File: config.mk
export PLATFORM = sky130hd
export DESIGN_NAME = router_reg_flat
export DESIGN_NICKNAME = d
export VERILOG_FILES = /design/src/rtl/router_reg_pkg.sv /design/src/rtl/router_reg_if.sv /design/src/rtl/router_reg.sv /design/src/flat_wrapper.sv
export SDC_FILE = /design/constraint.sdc
export NUM_CORES = 1
export LEC_CHECK = 0
export ABC_AREA = 1
export BUFFER_PORTS_ARGS = -buffer_cell sky130_fd_sc_hd__buf_2
export CAP_MARGIN = 10
export CELL_PAD_IN_SITES_DETAIL_PLACEMENT = 0
export CELL_PAD_IN_SITES_GLOBAL_PLACEMENT = 1
export CORE_ASPECT_RATIO = 1.25
export CORE_MARGIN = 3
export CORE_UTILIZATION = 40
export DETAILED_ROUTE_END_ITERATION = 8
export HOLD_SLACK_MARGIN = 0.12
export MAX_ROUTING_LAYER = met4
export PLACE_DENSITY = 0.86
export SETUP_SLACK_MARGIN = 0.4
export SYNTH_ARGS = -nofsm -noshare
export SYNTH_HDL_FRONTEND = slang
export SYNTH_SLANG_ARGS = --single-unit
File: constraint.sdc
create_clock -name clk -period 1.4 [get_ports clk]
set_clock_uncertainty 0.05 [all_clocks]
set_input_delay 0.28 -clock clk [delete_from_list [all_inputs] [get_ports clk]]
set_output_delay 0.28 -clock clk [all_outputs]
set_load 0.02 [all_outputs]
File: src/rtl/router_reg_pkg.sv
// Shared types, header field layout and small helpers for the router register stage.
package router_reg_pkg;

  localparam int DATA_WIDTH = 8;

  localparam int ADDR_LSB = 0;
  localparam int ADDR_MSB = 1;
  localparam int LEN_LSB  = 2;
  localparam int LEN_MSB  = DATA_WIDTH - 1;

  // Destination 3 does not exist on a 1x3 router
  localparam logic [1:0] ADDR_INVALID = 2'b11;

  typedef logic [DATA_WIDTH-1:0] byte_t;

  typedef struct packed {
    logic [LEN_MSB-LEN_LSB:0]   len;
    logic [ADDR_MSB-ADDR_LSB:0] addr;
  } hdr_t;

  function automatic logic addr_valid(input byte_t b);
    return (b[ADDR_MSB:ADDR_LSB] != ADDR_INVALID);
  endfunction

  function automatic byte_t parity_fold(input byte_t acc, input byte_t b);
    return acc ^ b;
  endfunction

endpackage

File: src/rtl/router_reg_if.sv
// Byte stream, FSM state strobes and status returns between router_fsm, source and router_reg.
interface router_reg_if
  import router_reg_pkg::*;
#(
  parameter int DW = DATA_WIDTH
) ();

  logic          pkt_valid;
  logic [DW-1:0] data_in;
  logic          fifo_full;
  logic          detect_add;
  logic          lfd_state;
  logic          ld_state;
  logic          laf_state;
  logic          full_state;
  logic          rst_int_reg;
  logic          parity_done;
  logic          low_pkt_valid;
  logic          err;
  logic [DW-1:0] dout;

  modport master (
    output pkt_valid, data_in, fifo_full,
    output detect_add, lfd_state, ld_state, laf_state, full_state, rst_int_reg,
    input  parity_done, low_pkt_valid, err, dout
  );

  modport slave (
    input  pkt_valid, data_in, fifo_full,
    input  detect_add, lfd_state, ld_state, laf_state, full_state, rst_int_reg,
    output parity_done, low_pkt_valid, err, dout
  );

endinterface

File: src/rtl/router_reg.sv
// Router datapath register stage: header latch, payload staging toward the FIFO,
// byte hold across a full FIFO, and running/received parity comparison.
module router_reg
  import router_reg_pkg::*;
(
  input  logic         clk,
  input  logic         rst,
  router_reg_if.slave  bus
);

  byte_t dout_r;
  byte_t hdr_byte_r;
  byte_t hold_byte_r;
  byte_t int_parity_r;
  byte_t pkt_parity_r;
  logic  parity_done_r;
  logic  parity_done_d_r;
  logic  low_pkt_valid_r;
  logic  err_r;

  logic  latch_hdr_s;
  logic  latch_hold_s;
  logic  load_data_s;
  logic  par_data_s;
  logic  par_hold_s;
  logic  cap_data_s;
  logic  cap_hold_s;
  logic  err_eval_s;
  logic  lpv_set_s;

  byte_t dout_nxt_s;
  byte_t hdr_byte_nxt_s;
  byte_t hold_byte_nxt_s;
  byte_t int_parity_nxt_s;
  byte_t pkt_parity_nxt_s;
  logic  parity_done_nxt_s;
  logic  low_pkt_valid_nxt_s;
  logic  err_nxt_s;

  // Decode FSM strobes into per-register update conditions
  always_comb begin
    latch_hdr_s  = 1'b0;
    latch_hold_s = 1'b0;
    load_data_s  = 1'b0;
    par_data_s   = 1'b0;
    par_hold_s   = 1'b0;
    cap_data_s   = 1'b0;
    cap_hold_s   = 1'b0;
    err_eval_s   = 1'b0;
    lpv_set_s    = 1'b0;

    latch_hdr_s  = bus.detect_add & bus.pkt_valid & addr_valid(bus.data_in);
    latch_hold_s = bus.ld_state & bus.fifo_full;
    load_data_s  = bus.ld_state & ~bus.fifo_full;
    lpv_set_s    = bus.ld_state & ~bus.pkt_valid;
    par_data_s   = load_data_s & bus.pkt_valid;
    par_hold_s   = bus.laf_state & ~low_pkt_valid_r;
    cap_data_s   = load_data_s & ~bus.pkt_valid;
    // A held byte seen while low_pkt_valid is up is the parity byte itself
    cap_hold_s   = bus.laf_state & low_pkt_valid_r & ~parity_done_r;
    err_eval_s   = parity_done_r & ~parity_done_d_r;
  end

  // Next-state values for the byte-wide datapath registers
  always_comb begin
    dout_nxt_s      = dout_r;
    hdr_byte_nxt_s  = hdr_byte_r;
    hold_byte_nxt_s = hold_byte_r;

    if (bus.lfd_state) begin
      dout_nxt_s = hdr_byte_r;
    end else if (load_data_s) begin
      dout_nxt_s = bus.data_in;
    end else if (bus.laf_state) begin
      dout_nxt_s = hold_byte_r;
    end else if (bus.full_state) begin
      dout_nxt_s = dout_r;
    end else begin
      dout_nxt_s = dout_r;
    end

    if (latch_hdr_s) begin
      hdr_byte_nxt_s = bus.data_in;
    end else begin
      hdr_byte_nxt_s = hdr_byte_r;
    end

    if (latch_hold_s) begin
      hold_byte_nxt_s = bus.data_in;
    end else begin
      hold_byte_nxt_s = hold_byte_r;
    end
  end

  // Next-state values for parity tracking and status flags
  always_comb begin
    int_parity_nxt_s    = int_parity_r;
    pkt_parity_nxt_s    = pkt_parity_r;
    parity_done_nxt_s   = parity_done_r;
    low_pkt_valid_nxt_s = low_pkt_valid_r;
    err_nxt_s           = err_r;

    if (bus.detect_add) begin
      int_parity_nxt_s = '0;
    end else if (bus.lfd_state) begin
      int_parity_nxt_s = parity_fold(int_parity_r, hdr_byte_r);
    end else if (par_data_s) begin
      int_parity_nxt_s = parity_fold(int_parity_r, bus.data_in);
    end else if (par_hold_s) begin
      int_parity_nxt_s = parity_fold(int_parity_r, hold_byte_r);
    end else begin
      int_parity_nxt_s = int_parity_r;
    end

    if (bus.detect_add) begin
      pkt_parity_nxt_s  = '0;
      parity_done_nxt_s = 1'b0;
    end else if (cap_data_s) begin
      pkt_parity_nxt_s  = bus.data_in;
      parity_done_nxt_s = 1'b1;
    end else if (cap_hold_s) begin
      pkt_parity_nxt_s  = hold_byte_r;
      parity_done_nxt_s = 1'b1;
    end else begin
      pkt_parity_nxt_s  = pkt_parity_r;
      parity_done_nxt_s = parity_done_r;
    end

    // Set wins over the FSM's clear when both arrive together
    if (lpv_set_s) begin
      low_pkt_valid_nxt_s = 1'b1;
    end else if (bus.rst_int_reg) begin
      low_pkt_valid_nxt_s = 1'b0;
    end else begin
      low_pkt_valid_nxt_s = low_pkt_valid_r;
    end

    if (bus.detect_add) begin
      err_nxt_s = 1'b0;
    end else if (err_eval_s) begin
      err_nxt_s = (int_parity_r != pkt_parity_r);
    end else begin
      err_nxt_s = err_r;
    end
  end

  // Datapath byte registers
  always_ff @(posedge clk) begin
    if (rst) begin
      dout_r      <= '0;
      hdr_byte_r  <= '0;
      hold_byte_r <= '0;
    end else begin
      dout_r      <= dout_nxt_s;
      hdr_byte_r  <= hdr_byte_nxt_s;
      hold_byte_r <= hold_byte_nxt_s;
    end
  end

  // Parity and status registers
  always_ff @(posedge clk) begin
    if (rst) begin
      int_parity_r    <= '0;
      pkt_parity_r    <= '0;
      parity_done_r   <= 1'b0;
      parity_done_d_r <= 1'b0;
      low_pkt_valid_r <= 1'b0;
      err_r           <= 1'b0;
    end else begin
      int_parity_r    <= int_parity_nxt_s;
      pkt_parity_r    <= pkt_parity_nxt_s;
      parity_done_r   <= parity_done_nxt_s;
      parity_done_d_r <= parity_done_r;
      low_pkt_valid_r <= low_pkt_valid_nxt_s;
      err_r           <= err_nxt_s;
    end
  end

  assign bus.dout          = dout_r;
  assign bus.parity_done   = parity_done_r;
  assign bus.low_pkt_valid = low_pkt_valid_r;
  assign bus.err           = err_r;

endmodule

File: src/flat_wrapper.sv
// flat-port wrapper written by rule: the top's interface ports become plain ports
module router_reg_flat import router_reg_pkg::*;
  (clk, rst, bus_pkt_valid, bus_data_in, bus_fifo_full, bus_detect_add, bus_lfd_state, bus_ld_state, bus_laf_state, bus_full_state, bus_rst_int_reg, bus_parity_done, bus_low_pkt_valid, bus_err, bus_dout);
  router_reg_if #(.DW(8)) bus_i ();
  input  logic clk;
  input  logic rst;
  input wire logic [$bits(bus_i.pkt_valid)-1:0] bus_pkt_valid;
  input wire logic [$bits(bus_i.data_in)-1:0] bus_data_in;
  input wire logic [$bits(bus_i.fifo_full)-1:0] bus_fifo_full;
  input wire logic [$bits(bus_i.detect_add)-1:0] bus_detect_add;
  input wire logic [$bits(bus_i.lfd_state)-1:0] bus_lfd_state;
  input wire logic [$bits(bus_i.ld_state)-1:0] bus_ld_state;
  input wire logic [$bits(bus_i.laf_state)-1:0] bus_laf_state;
  input wire logic [$bits(bus_i.full_state)-1:0] bus_full_state;
  input wire logic [$bits(bus_i.rst_int_reg)-1:0] bus_rst_int_reg;
  output wire logic [$bits(bus_i.parity_done)-1:0] bus_parity_done;
  output wire logic [$bits(bus_i.low_pkt_valid)-1:0] bus_low_pkt_valid;
  output wire logic [$bits(bus_i.err)-1:0] bus_err;
  output wire logic [$bits(bus_i.dout)-1:0] bus_dout;
  assign bus_i.pkt_valid = bus_pkt_valid;
  assign bus_i.data_in = bus_data_in;
  assign bus_i.fifo_full = bus_fifo_full;
  assign bus_i.detect_add = bus_detect_add;
  assign bus_i.lfd_state = bus_lfd_state;
  assign bus_i.ld_state = bus_ld_state;
  assign bus_i.laf_state = bus_laf_state;
  assign bus_i.full_state = bus_full_state;
  assign bus_i.rst_int_reg = bus_rst_int_reg;
  assign bus_parity_done = bus_i.parity_done;
  assign bus_low_pkt_valid = bus_i.low_pkt_valid;
  assign bus_err = bus_i.err;
  assign bus_dout = bus_i.dout;
  router_reg u_core (.clk(clk), .rst(rst), .bus(bus_i));
endmodule
## Word level (Yosys, flattened, before mapping)

Index checks and enable logic that the tools add are counted.

- Bits in registers: 44
- Output and inout port bits: 11
- Logic and storage cells: 47

- Eq/ne operators: 2
- Multiplexer cells: 12
- Bitwise gates (word level): 19
- Reduce and logical (&&, ||, !) cells: 5

Operators by type and width:

| operator | number |
|---|---|
| 2-to-1 mux 8 bit | 8 |
| bitwise XOR 8 bit | 3 |
| AND 1 bit | 11 |
| != test 8 bit | 1 |
| nonzero test 3 bit | 2 |
| NOT 1 bit | 5 |
| 2-to-1 mux 1 bit | 4 |
| nonzero test 2 bit | 2 |
| != test 2 bit (second input constant) | 1 |
| OR reduction 2 bit | 1 |

## Longest topological paths before layout

- Depth after elaboration: 5
- Mapped depth: 8
- Gate-level depth less buffers: 8

## Worst setup path before layout

No wires, ideal clock.

- Kind: flip-flop to flip-flop
- Start point: reg u_core.low_pkt_valid_r, in the netlist u_core.bus.low_pkt_valid
- End point: reg u_core.pkt_parity_r[2]
- Data arrival time: 1.170 ns
- Required time: 1.237 ns
- Slack: 0.067 ns
- Cell stages (with the launch flop): 8
- Buffers on the path: 0
- Period minus slack after synthesis: 1.333 ns
- Cells stage by stage: dfxtp_1 nand2_1 nor2_2 inv_1 nand2_4 nor2_1 o21ai_1 inv_1

- Longest elaborated chain between the ends: 3

RTL lines:

| element | RTL line | source |
|---|---|---|
| start: declaration | router_reg.sv:18 | `logic low_pkt_valid_r;` |
| start signal: assignment | router_reg.sv:174 | `low_pkt_valid_r <= low_pkt_valid_nxt_s;` |
| AND 1 bit (2 in a row) | router_reg.sv:60 | `cap_hold_s = bus.laf_state & low_pkt_valid_r & ~parity_done_r;` |
| nonzero test 2 bit (no source line) | - |  |
| end signal: assignment | router_reg.sv:171 | `pkt_parity_r <= pkt_parity_nxt_s;` |
| end: declaration | router_reg.sv:15 | `byte_t pkt_parity_r;` |

Every way passes these cells.
A chain may end at the register's enable or synchronous reset.

## Worst setup path in the final report

- Start point: reg u_core.low_pkt_valid_r, in the netlist u_core.bus.low_pkt_valid
- End point: reg u_core.pkt_parity_r[6]

Same word-level chain as after synthesis.

==> qor.yml <==
cts_tree: "built"
drc: 0
io_pins: 29
synth_fp_nets: 316
setup_tns_ns: 0
hold-worst-slack_ns: 0.144
initial_core_util: 0.417
ys_warn_count: 0
relSlewSlack: 0.775
wl_met1_um: 2610
period_needed_ns: 1.14
setup_viol: 0
critPathMaxFanout: 5
crit_slowest_cell: "dfxtp_4"
post-dp-hpwl_um: 3970
dr_wl_met3_um: 281
cts_buffers: 5
crit_top_cell: "nand2_4"
detail_route.vias_per_cell: 5.21
worst_path_largest_cell_delay_ns: 0.39
syn2layout_area_growth_pct: 32.2
synth_area_per_cell_um2: 7.22
start_kind: "flop"
top_layer: "met4"
die_y_um: 88.0
cts_buffer_depth: 2
finalPower_mw: 2.78
postRouteAntennaNets: 0
grt_pass1_vias: 1933
synth_seq_cells: 44
critPathCaptureType: "flop"
io_buffers: 27
dieWidth_um: 71.6
crit_chain: "nand2_4 > nor2_4 > inv_4 > nand2_4 > buf_4 > o21ai_2 > a21oi_2"
diodes: 0
rsz0062_at_grt: "true"
nFillCells: 491
routed-wl-met2_um: 3060
cts_sinks: 44
grt-ovfl-total: 0
cts-root-buf: "clkbuf_8"
grt_usage: 0.202
hp-class: "in -> reg"
worst_slew_pin_slew_ns: 0.336
final_util: 0.552
fmax_mhz: 874
fin_ws_ns: 0.256
gp_congestion: 0.778
dr.pass1.iters: 5
vias: 2095
synth-seq-area-share: 0.410
netlist_instances: 298
wl_per_cell_um: 15.0
maxCapViolCount: 0
drt_iter0_markers: 129
min_period_over_period: 0.817
peakVddDrop_v: 0.000548
p_per_area_mw_per_mm2: 976
htreeDepth: 2
routed_wl_um: 6020
worstPathArrival_ns: 1.33
grt_max_degree: 25
core_region_area_mm2: 0.00515
rows: 29
drive_gt1_frac: 0.338
ys_types: 25
antenna_found_initial: 0
drv_slew: 0
pre_cts_ws_ns: -0.0155
clk_latency_ns: 0.30
syn_area_mm2: 0.00215
hold_violations: 0
crit_type: "reg -> reg"
clk_pin_slew_ns: 0.08
status: "completed"
dieArea_mm2: 0.00630
fin_nets: 358
cp_data_required_time_ns: 1.58
grt_pass1_wl_um: 9570
static-leakage-power_nw: 1.25
cts_hold_buf: 0
[worst paths after layout]
check / slack [ns] / cells after the start / start / endpoint
worst max-delay path: 0.26 / 7 / u_core.bus.low_pkt_valid / u_core.pkt_parity_r[6]
worst min-delay path: 0.14 / 2 / rst / u_core.bus.low_pkt_valid
worst max register to register: 0.26 / 7 / u_core.bus.low_pkt_valid / u_core.pkt_parity_r[6]
worst min register to register: 0.43 / 2 / u_core.hold_byte_r[6] / u_core.hold_byte_r[6]
[area by class of cell]
type,instances,area (µm²),share of cell area
Clock buffer,7,96.3,0.0339
Multi-Input combinational cell,207,1200,0.424
Inverter,36,163,0.0572
Tap cell,62,77.6,0.0273
Timing Repair Buffer,46,392,0.138
Sequential cell,44,910,0.320
[flip-flops by register name, indices dropped and copies added (netlist names)]
name / cells
u_core.bus.low_pkt_valid: 1
u_core.hdr_byte_r: 8
u_core.pkt_parity_r: 8
u_core.bus.err: 1
u_core.bus.dout: 8
u_core.int_parity_r: 8
u_core.hold_byte_r: 8
u_core.bus.parity_done: 1
u_core.parity_done_d_r: 1
[per-stage QoR]
step	instance area (µm²)	std cells
2_1_floorplan	2280	298
3_3_place_gp	2490	386
3_5_place_dp	2490	386
4_1_cts	2760	398
5_1_grt	2840	402
6_report	2840	402
[cell usage after synthesis]
library cell	n	share of area
nand2_1	55	0.096
dfxtp_1	44	0.41
o21ai_0	33	0.077
a21oi_1	32	0.074
inv_1	32	0.056
nand3_1	22	0.051
nor2_1	17	0.030
o211ai_1	11	0.038
a31oi_1	8	0.023
nand4_1	8	0.023
buf_4	6	0.021
buf_2	4	0.0093
inv_2	4	0.0070
or2_2	3	0.0087
xnor2_1	3	0.012
clkbuf_1	2	0.0035
nand2_4	2	0.010
nand3_2	2	0.0093
nor2_2	2	0.0058
o22ai_1	2	0.0058
xor2_1	2	0.0081
buf_6	1	0.0052
nor2b_1	1	0.0029
o211ai_4	1	0.0099
o21ai_1	1	0.0023
[cells in the final DEF, fill, tap and decap left out, types with 11 or more instances in the layout]
master    count
inv_1        28
buf_4        14
nand3_1      16
o211ai_1     11
o21ai_0      22
nor2_1       14
buf_2        16
nand2_1      51
dfxtp_2      14
buf_6        13
dfxtp_1      27
a21oi_1      25
[power breakdown]
group	internal [mW]	switching (mW)	total, mW
Sequential	1.32	0.0480	1.37
Combinational	0.226	0.327	0.553
Clock	0.440	0.415	0.854
[repair_timing]
action / 4_1_cts / 5_1_grt
pin swaps: 11 / 8
resized for setup: 45 / 20
cloned: 1 / 1
endpoints found under the setup margin: 29 / 43
buffers inserted: 4 / 3
[metal layers]
metal / GRT usage / vias to the layer above
li1: - / 1092
met1: 0.244 / 959
met2: 0.342 / 38
met3: 0.0379 / 6
met4: 0.0598 / 0
met5: - / -
[critical path: cells and delay by family, from the launching register on]
kind            cells  cell delay (ns)
flops               1             0.39
simple gates        3             0.30
buf+inv             2             0.21
compound gates      2             0.14
[cell families after synthesis]
family          synth area share
simple gates               0.237
compound gates             0.231
xor+xnor                  0.0204
buf+inv                    0.102
flops                      0.410
(Power assumes the default switching activity.)
